[config.mk]
export PLATFORM = sky130hd
export DESIGN_NAME = mario_sound_mixer_tdm
export DESIGN_NICKNAME = d
export VERILOG_FILES = /design/src/rtl/mario_snd_pkg.sv /design/src/rtl/mario_snd_sat.sv /design/src/rtl/mario_sound_mixer_tdm.sv
export SDC_FILE = /design/constraint.sdc
export NUM_CORES = 1
export LEC_CHECK = 0
export CAP_MARGIN = 20
export CORE_MARGIN = 8
export CORE_UTILIZATION = 48
export DETAILED_ROUTE_END_ITERATION = 6
export PLACE_DENSITY = 0.68
export SETUP_SLACK_MARGIN = 0.3
export SLEW_MARGIN = 20
export SYNTH_ARGS = -nofsm -noshare
export SYNTH_HDL_FRONTEND = slang
export SYNTH_SLANG_ARGS = --single-unit
export TNS_END_PERCENT = 10
[constraint.sdc]
create_clock -name I_CLK_48M -period 6.1 [get_ports I_CLK_48M]
set_input_delay 1.525 -clock I_CLK_48M [delete_from_list [all_inputs] [get_ports I_CLK_48M]]
set_output_delay 1.525 -clock I_CLK_48M [all_outputs]
set_load 0.03 [all_outputs]
[src/rtl/mario_snd_pkg.sv]
`default_nettype none
// ============================================================================
// Module   : mario_snd_pkg
// Brief    : Shared types and width helpers for the TDM sound mixer.
// Revision : 1.0 - initial release
// ============================================================================
package mario_snd_pkg;

    typedef enum logic [1:0] {
        IDLE  = 2'd0,
        ACC   = 2'd1,
        SCALE = 2'd2,
        SAT   = 2'd3
    } snd_state_t;

    function automatic int clog2(input int n);
        int r;
        r = 0;
        for (int i = 0; i < 31; i++) begin
            if ((1 << i) < n) r = i + 1;
        end
        return r;
    endfunction

    // Wide enough that NUM_CH full-scale products can never overflow.
    function automatic int acc_w(input int in_w, input int gain_w, input int num_ch);
        return in_w + gain_w + clog2(num_ch) + 1;
    endfunction

    function automatic int unity_gain(input int gain_w);
        return 1 << (gain_w - 1);
    endfunction

endpackage
`default_nettype wire

[src/rtl/mario_snd_sat.sv]
`default_nettype none
// ============================================================================
// Module   : mario_snd_sat
// Brief    : Signed clamp from IN_W to OUT_W bits with a clip flag.
// Revision : 1.0 - initial release
// ============================================================================
module mario_snd_sat #(
    parameter int IN_W  = 22,
    parameter int OUT_W = 16
) (
    input  logic signed [IN_W-1:0]  i_dat,
    output logic signed [OUT_W-1:0] o_dat,
    output logic                    o_clip
);

    generate
        if (IN_W > OUT_W) begin : g_clamp
            localparam logic signed [IN_W-1:0] c_MAX = {{(IN_W-OUT_W+1){1'b0}}, {(OUT_W-1){1'b1}}};
            localparam logic signed [IN_W-1:0] c_MIN = {{(IN_W-OUT_W+1){1'b1}}, {(OUT_W-1){1'b0}}};
            logic w_hi;
            logic w_lo;

            assign w_hi   = (i_dat > c_MAX);
            assign w_lo   = (i_dat < c_MIN);
            assign o_clip = w_hi | w_lo;
            assign o_dat  = w_hi ? c_MAX[OUT_W-1:0] :
                            w_lo ? c_MIN[OUT_W-1:0] : i_dat[OUT_W-1:0];
        end else begin : g_pass
            assign o_clip = 1'b0;
            assign o_dat  = OUT_W'(i_dat);
        end
    endgenerate

endmodule
`default_nettype wire

[src/rtl/mario_sound_mixer_tdm.sv]
`default_nettype none
// ============================================================================
// Module   : mario_sound_mixer_tdm
// Brief    : Time-multiplexed N-channel mixer: per-channel gain, master fade
//            ramp and output saturation over one shared multiplier.
// Revision : 1.0 - initial release
// ============================================================================
module mario_sound_mixer_tdm
    import mario_snd_pkg::*;
#(
    parameter int NUM_CH = 4,
    parameter int IN_W   = 16,
    parameter int GAIN_W = 8,
    parameter int RAMP_W = 4,
    parameter int OUT_W  = 16
) (
    input  logic                     I_CLK_48M,
    input  logic                     I_RST,
    input  logic                     I_SAMPLE_CEN,
    input  logic [NUM_CH*IN_W-1:0]   I_SND_DAT,
    input  logic [NUM_CH-1:0]        I_CH_SIGNED,
    input  logic [NUM_CH*GAIN_W-1:0] I_GAIN,
    input  logic                     I_MUTE,
    output logic [OUT_W-1:0]         O_SND_DAT,
    output logic                     O_SND_VLD,
    output logic                     O_CLIP,
    output logic                     O_OVERRUN,
    output logic                     O_BUSY
);

    localparam int c_ACC_W  = acc_w(IN_W, GAIN_W, NUM_CH);
    localparam int c_CNT_W  = (clog2(NUM_CH) > 0) ? clog2(NUM_CH) : 1;
    localparam int c_PROD_W = IN_W + GAIN_W + 1;
    localparam int c_SH_W   = c_ACC_W - (GAIN_W - 1);
    localparam int c_MUL_W  = c_SH_W + RAMP_W + 2;
    localparam int c_MIX_W  = c_MUL_W - RAMP_W;
    localparam logic [c_CNT_W-1:0] c_LAST_CH  = c_CNT_W'(NUM_CH - 1);
    localparam logic [RAMP_W:0]    c_RAMP_MAX = (RAMP_W + 1)'(1 << RAMP_W);

    snd_state_t                  r_state;
    logic [c_CNT_W-1:0]          r_cnt;
    logic [NUM_CH*IN_W-1:0]      r_dat;
    logic [NUM_CH-1:0]           r_signed;
    logic [NUM_CH*GAIN_W-1:0]    r_gain;
    logic signed [c_ACC_W-1:0]   r_acc;
    logic [RAMP_W:0]             r_ramp;
    logic signed [c_MIX_W-1:0]   r_mix;
    logic [OUT_W-1:0]            r_out;
    logic                        r_vld;
    logic                        r_clip;
    logic                        r_ovr;
    logic                        r_busy;

    logic signed [IN_W-1:0]      w_conv;
    logic signed [c_PROD_W-1:0]  w_prod;
    logic signed [c_SH_W-1:0]    w_shift;
    logic signed [c_MUL_W-1:0]   w_mul;
    logic signed [c_MIX_W-1:0]   w_mix;
    logic signed [OUT_W-1:0]     w_sat;
    logic                        w_clip;

    // Snapshot registers shift down one channel per ACC cycle, so the
    // current channel always sits in the low slice.
    assign w_conv  = {r_signed[0] ? r_dat[IN_W-1] : ~r_dat[IN_W-1], r_dat[IN_W-2:0]};
    assign w_prod  = c_PROD_W'(w_conv) * c_PROD_W'($signed({1'b0, r_gain[GAIN_W-1:0]}));
    assign w_shift = c_SH_W'(r_acc >>> (GAIN_W - 1));
    assign w_mul   = c_MUL_W'(w_shift) * c_MUL_W'($signed({1'b0, r_ramp}));
    assign w_mix   = c_MIX_W'(w_mul >>> RAMP_W);

    mario_snd_sat #(
        .IN_W  (c_MIX_W),
        .OUT_W (OUT_W)
    ) u_sat (
        .i_dat  (r_mix),
        .o_dat  (w_sat),
        .o_clip (w_clip)
    );

    always_ff @(posedge I_CLK_48M) begin
        if (I_RST) begin
            r_state  <= IDLE;
            r_cnt    <= '0;
            r_dat    <= '0;
            r_signed <= '0;
            r_gain   <= '0;
            r_acc    <= '0;
            r_ramp   <= '0;
            r_mix    <= '0;
            r_out    <= '0;
            r_vld    <= 1'b0;
            r_clip   <= 1'b0;
            r_ovr    <= 1'b0;
            r_busy   <= 1'b0;
        end else begin
            r_vld <= 1'b0;
            if (I_SAMPLE_CEN && (r_state != IDLE)) r_ovr <= 1'b1;
            case (r_state)
                IDLE: begin
                    if (I_SAMPLE_CEN) begin
                        r_dat    <= I_SND_DAT;
                        r_signed <= I_CH_SIGNED;
                        r_gain   <= I_GAIN;
                        r_acc    <= '0;
                        r_cnt    <= '0;
                        r_busy   <= 1'b1;
                        r_state  <= ACC;
                    end
                end
                ACC: begin
                    r_acc    <= r_acc + c_ACC_W'(w_prod);
                    r_dat    <= r_dat >> IN_W;
                    r_signed <= r_signed >> 1;
                    r_gain   <= r_gain >> GAIN_W;
                    r_cnt    <= r_cnt + 1'b1;
                    if (r_cnt == c_LAST_CH) r_state <= SCALE;
                end
                SCALE: begin
                    r_mix <= w_mix;
                    if (I_MUTE) begin
                        if (r_ramp != '0) r_ramp <= r_ramp - 1'b1;
                    end else begin
                        if (r_ramp != c_RAMP_MAX) r_ramp <= r_ramp + 1'b1;
                    end
                    r_state <= SAT;
                end
                SAT: begin
                    r_out   <= w_sat;
                    r_clip  <= w_clip;
                    r_vld   <= 1'b1;
                    r_busy  <= 1'b0;
                    r_state <= IDLE;
                end
                default: r_state <= IDLE;
            endcase
        end
    end

    assign O_SND_DAT = r_out;
    assign O_SND_VLD = r_vld;
    assign O_CLIP    = r_clip;
    assign O_OVERRUN = r_ovr;
    assign O_BUSY    = r_busy;

endmodule
`default_nettype wire

==> flow_summary_export.csv, run 1 <==
group,metric,value,unit
detailed_routing,drt_iter0_drc,803,
clock_network,clock-root-buffer,"clkbuf_16",
sta,fmax,181,MHz
run_status,status,"finished clean",
placement,port_buffers,123,
worst_setup_path,cp-start-kind,"flop",
grt,grt_busiest_layer,"met2",
min_path,hold_class,"flop to flop",
sta,tns,0,ns
synth,synthArstFlopShare,0,
worst_setup_path,r2r-start,"r_dat[15]$_SDFFE_PP0P_",
synth,synth-edff-count,0,
floorplanning,num_rows,67,
grt,grt_pass1_wl,61.3,mm
synth,yosys_warnings,0,
grt,grt_pass1_vias,12327,
floorplanning,io_pins,124,
sta,holdWs,0.469,ns
grt,grt_remaining_overflow,0,
worst_setup_path,required,6.46,ns
worst_setup_path,cp.arrival,5.88,ns
synth,ys_ff_latch,178,
clock_network,ctsHoldBuffers,0,
synth,synth_flop_cell,"dfxtp_1",
floorplanning,die-height,199,um
sta,relSlewSlack,0.314,
synth,syn_area_per_cell,8.89,um^2
synth,netlist.area_leader.share,0.236,
grt,grtUsageMet3,0.0372,
job,max-cap-violations,0,
detailed_routing,drtPass1Iterations,5,
detailed_routing,routed_via_density,5.31,
clock_network,clk_pin_slew_worst_paths,0.07,ns
grt,grt.met1_usage,0.273,
synth,ys_seq_area_frac,0.222,
power_and_ir_drop,ir_drop,0.637,mV
final_layout,n_antenna_cell,0,
final_layout,drive_gt1_frac,0.0421,
grt,grt.met2_usage,0.285,
placement,post_dp_cell_area,0.0175,mm^2
clock_network,h-tree-depth,4,
synth,ys_types,63,
power_and_ir_drop,power_density,593,mW/mm^2
grt,track_usage,0.189,
worst_setup_path,critPathMaxFanout,8,
placement,gp_congestion,0.872,
sta,rsz0062_at_grt,"false",
synth,synthesis.nets,2208,
power_and_ir_drop,total_power,10.8,mW
synth,syn-cell-area,0.0160,mm^2
worst_setup_path,timing.rr.end,"r_acc[26]$_SDFFE_PP0P_",
worst_setup_path,worstSetupStartpoint,"r_dat[15]$_SDFFE_PP0P_",
sta,final_hold_viol_count,0,
worst_setup_path,end_kind,"flop",
detailed_routing,vias,12333,
detailed_routing,drcViolationCount,0,
clock_network,clockBufferDepth,2,
worst_setup_path,critPathCapture,"r_acc[26]$_SDFFE_PP0P_",
placement,hpwl,28.9,mm
detailed_routing,ant_nets,0,
sta,worst_slew_pin_slew,1.03,ns
sta,period_share,0.905,
detailed_routing,drt-wirelength-per-cell,15.6,um
synth,yosysTopAreaCell,"fa_1",
worst_setup_path,path_class,"flop to flop",
clock_network,cts_buffers,17,
synth,yosys-top-cells-area,"fa_1 24%, dfxtp_1 22%, ha_1 8.8%, inv_1 5.6%, mux2i_1 5.6%",
worst_setup_path,reg2regPathDepth,18,
sta,finalMaxSlewViolations,0,
final_layout,final_nets,2268,
floorplanning,die_w,199,um
grt,grt_max_degree,94,
final_layout,area_growth,13.8,%
detailed_routing,routed_wl,36.2,mm
power_and_ir_drop,p_leak,8.39,nW
floorplanning,fp.dieArea,0.0395,mm^2
final_layout,final_area,0.0182,mm^2
clock_network,clock_sinks,178,
floorplanning,core,0.0332,mm^2
placement,pre_cts_ws,0.356,ns
sta,finalSetupViolations,0,
worst_setup_path,ff2ff_setup_slack,0.58,ns
sta,fin_crit,5.52,ns
clock_network,clk_latency,0.45,ns
sta,finalClockSkew,0.0152,ns
synth,syn_inst,1802,
sta,worst_slack,0.578,ns
grt,antenna_found_initial,0,
clock_network,cts_tree,"done",
floorplanning,start_util,0.482,
-- how the worst min path moves through the flow --
stage	startpoint	endpoint	slack [ns]	cells past startpoint
floorplan	r_mix[10]$_SDFFE_PP0P_	r_mix[10]$_SDFFE_PP0P_	0.44	2
global placement	r_mix[10]$_SDFFE_PP0P_	r_mix[10]$_SDFFE_PP0P_	0.45	2
detailed placement	O_SND_DAT[0]$_SDFFE_PP0P_	O_SND_DAT[0]$_SDFFE_PP0P_	0.46	2
CTS	O_SND_DAT[0]$_SDFFE_PP0P_	O_SND_DAT[0]$_SDFFE_PP0P_	0.47	2
global route	r_mix[10]$_SDFFE_PP0P_	r_mix[10]$_SDFFE_PP0P_	0.49	2
finish	O_SND_DAT[0]$_SDFFE_PP0P_	O_SND_DAT[0]$_SDFFE_PP0P_	0.47	2
-- worst max-delay path, stage by stage (launching register included) --
cell	delay, ns
dfxtp_1	0.33
xnor2_1	0.14
buf_4	0.16
and2_1	0.20
fa_1	0.57
inv_4	0.08
fa_2	0.64
fa_1	0.45
fa_1	0.50
fa_1	0.53
inv_1	0.04
ha_1	0.36
a21o_1	0.21
a21o_1	0.17
a21oi_1	0.18
a21boi_2	0.18
o22ai_1	0.09
or4b_1	0.51
o211ai_1	0.10
-- cell usage in the layout, fill, tap and decap left out, drive strengths merged, types with 3 or more instances in the layout --
cell type,instances
xnor2,32
and2,124
nand3,9
nor3,10
mux2i,89
a21boi,3
o211ai,4
o21a,8
a21oi,78
clkdlybuf4s50,122
a2111oi,3
nor2b,4
nor2,178
nand2,150
nand4,11
o31ai,3
a22oi,35
nor4,3
xor2,15
inv,247
clkinv,4
o21ai,57
fa,189
ha,113
a21o,27
buf,15
o21bai,3
clkbuf,19
a31oi,3
or3,6
and3,3
a211oi,86
nand2b,17
dfxtp,178
-- state kept, by name, indices dropped and copies added, names as in the netlist --
register / count
O_BUSY: 1
O_CLIP: 1
r_gain: 32
O_SND_VLD: 1
r_cnt: 2
O_OVERRUN: 1
r_ramp: 5
r_state: 2
r_signed: 4
r_dat: 64
O_SND_DAT: 16
r_acc: 27
r_mix: 22
-- final cells by class --
class	instances	area [um^2]
fillers	3046	15000
well taps	448	561
repair buffers	137	1350
clock buffers	19	453
flip-flops and latches	178	3580
multi-input cells	1289	11200
clock inverters	13	159
inverters	239	900
-- synth_stat cells, types with 27 or more instances --
library cell / number
fa_1: 189
a22oi_1: 35
nand2_1: 150
mux2i_1: 89
ha_1: 113
nor2_1: 178
a21o_1: 27
and2_1: 124
dfxtp_1: 178
inv_1: 239
a211oi_1: 86
xnor2_1: 32
a21oi_1: 77
clkbuf_1: 79
o21ai_0: 50
-- power breakdown --
part,internal (mW),switching [mW]
registers,1.52,0.434
logic,3.21,4.50
clock network,0.608,0.531
-- timing repair --
action | CTS | global route
hold endpoints to repair | 0 | 0
buffers inserted | 0 | 2
gates resized for setup | 0 | 20
endpoints found under the setup margin | 0 | 7
-- metrics by stage --
step / util / cells
after floorplan: - / 1802
after detailed placement: 0.528 / 2288
after CTS: 0.547 / 2320
final: 0.549 / 2323
after global placement: 0.528 / 2288
after global routing: 0.549 / 2323
-- per-layer routing --
layer	vias to the layer above	routed length (um)
met1	6011	17500
met2	250	16400
met3	38	1750
met4	0	493
li1	6034	-
met5	-	0
-- logic make-up (layout without fill, tap and decap cells) --
| group | count (synthesis) | after routing | share of synthesized area |
|---|---|---|---|
| flip-flops | 178 | 178 | 0.222 |
| adder cells (fa/ha/maj) | 302 | 302 | 0.325 |
| multiplexers | 89 | 89 | 0.0556 |
| XOR/XNOR | 47 | 47 | 0.0257 |
| AO/OA/AOI/OAI | 330 | 330 | 0.139 |
| AND/OR/NAND/NOR | 521 | 521 | 0.152 |
| buffers and inverters | 335 | 408 | 0.0802 |
No activity file was read; power rests on OpenSTA's default activity.
==> inputs of run 2 (changes only) <==
==> constraint.sdc (replaced) <==
create_clock -name I_CLK_48M -period 6.1 [get_ports I_CLK_48M]
set_input_delay 1.525 -clock I_CLK_48M [delete_from_list [all_inputs] [get_ports I_CLK_48M]]
set_output_delay 1.525 -clock I_CLK_48M [all_outputs]
set_load 0.05 [all_outputs]
==> results of run 2 <==
The final DEF is identical to that of run 1. Status: finished clean.
==> inputs of run 3 (changes only) <==
--- a/config.mk
+++ b/config.mk
@@ -5,12 +5,14 @@
 export SDC_FILE = /design/constraint.sdc
 export NUM_CORES = 1
 export LEC_CHECK = 0
+export ABC_AREA = 0
 export CAP_MARGIN = 20
 export CORE_MARGIN = 8
 export CORE_UTILIZATION = 48
 export DETAILED_ROUTE_END_ITERATION = 6
 export PLACE_DENSITY = 0.68
 export SETUP_SLACK_MARGIN = 0.3
+export SKIP_LAST_GASP = 1
 export SLEW_MARGIN = 20
 export SYNTH_ARGS = -nofsm -noshare
 export SYNTH_HDL_FRONTEND = slang
==> results of run 3 <==
The final DEF is identical to that of run 1. Status: finished clean.
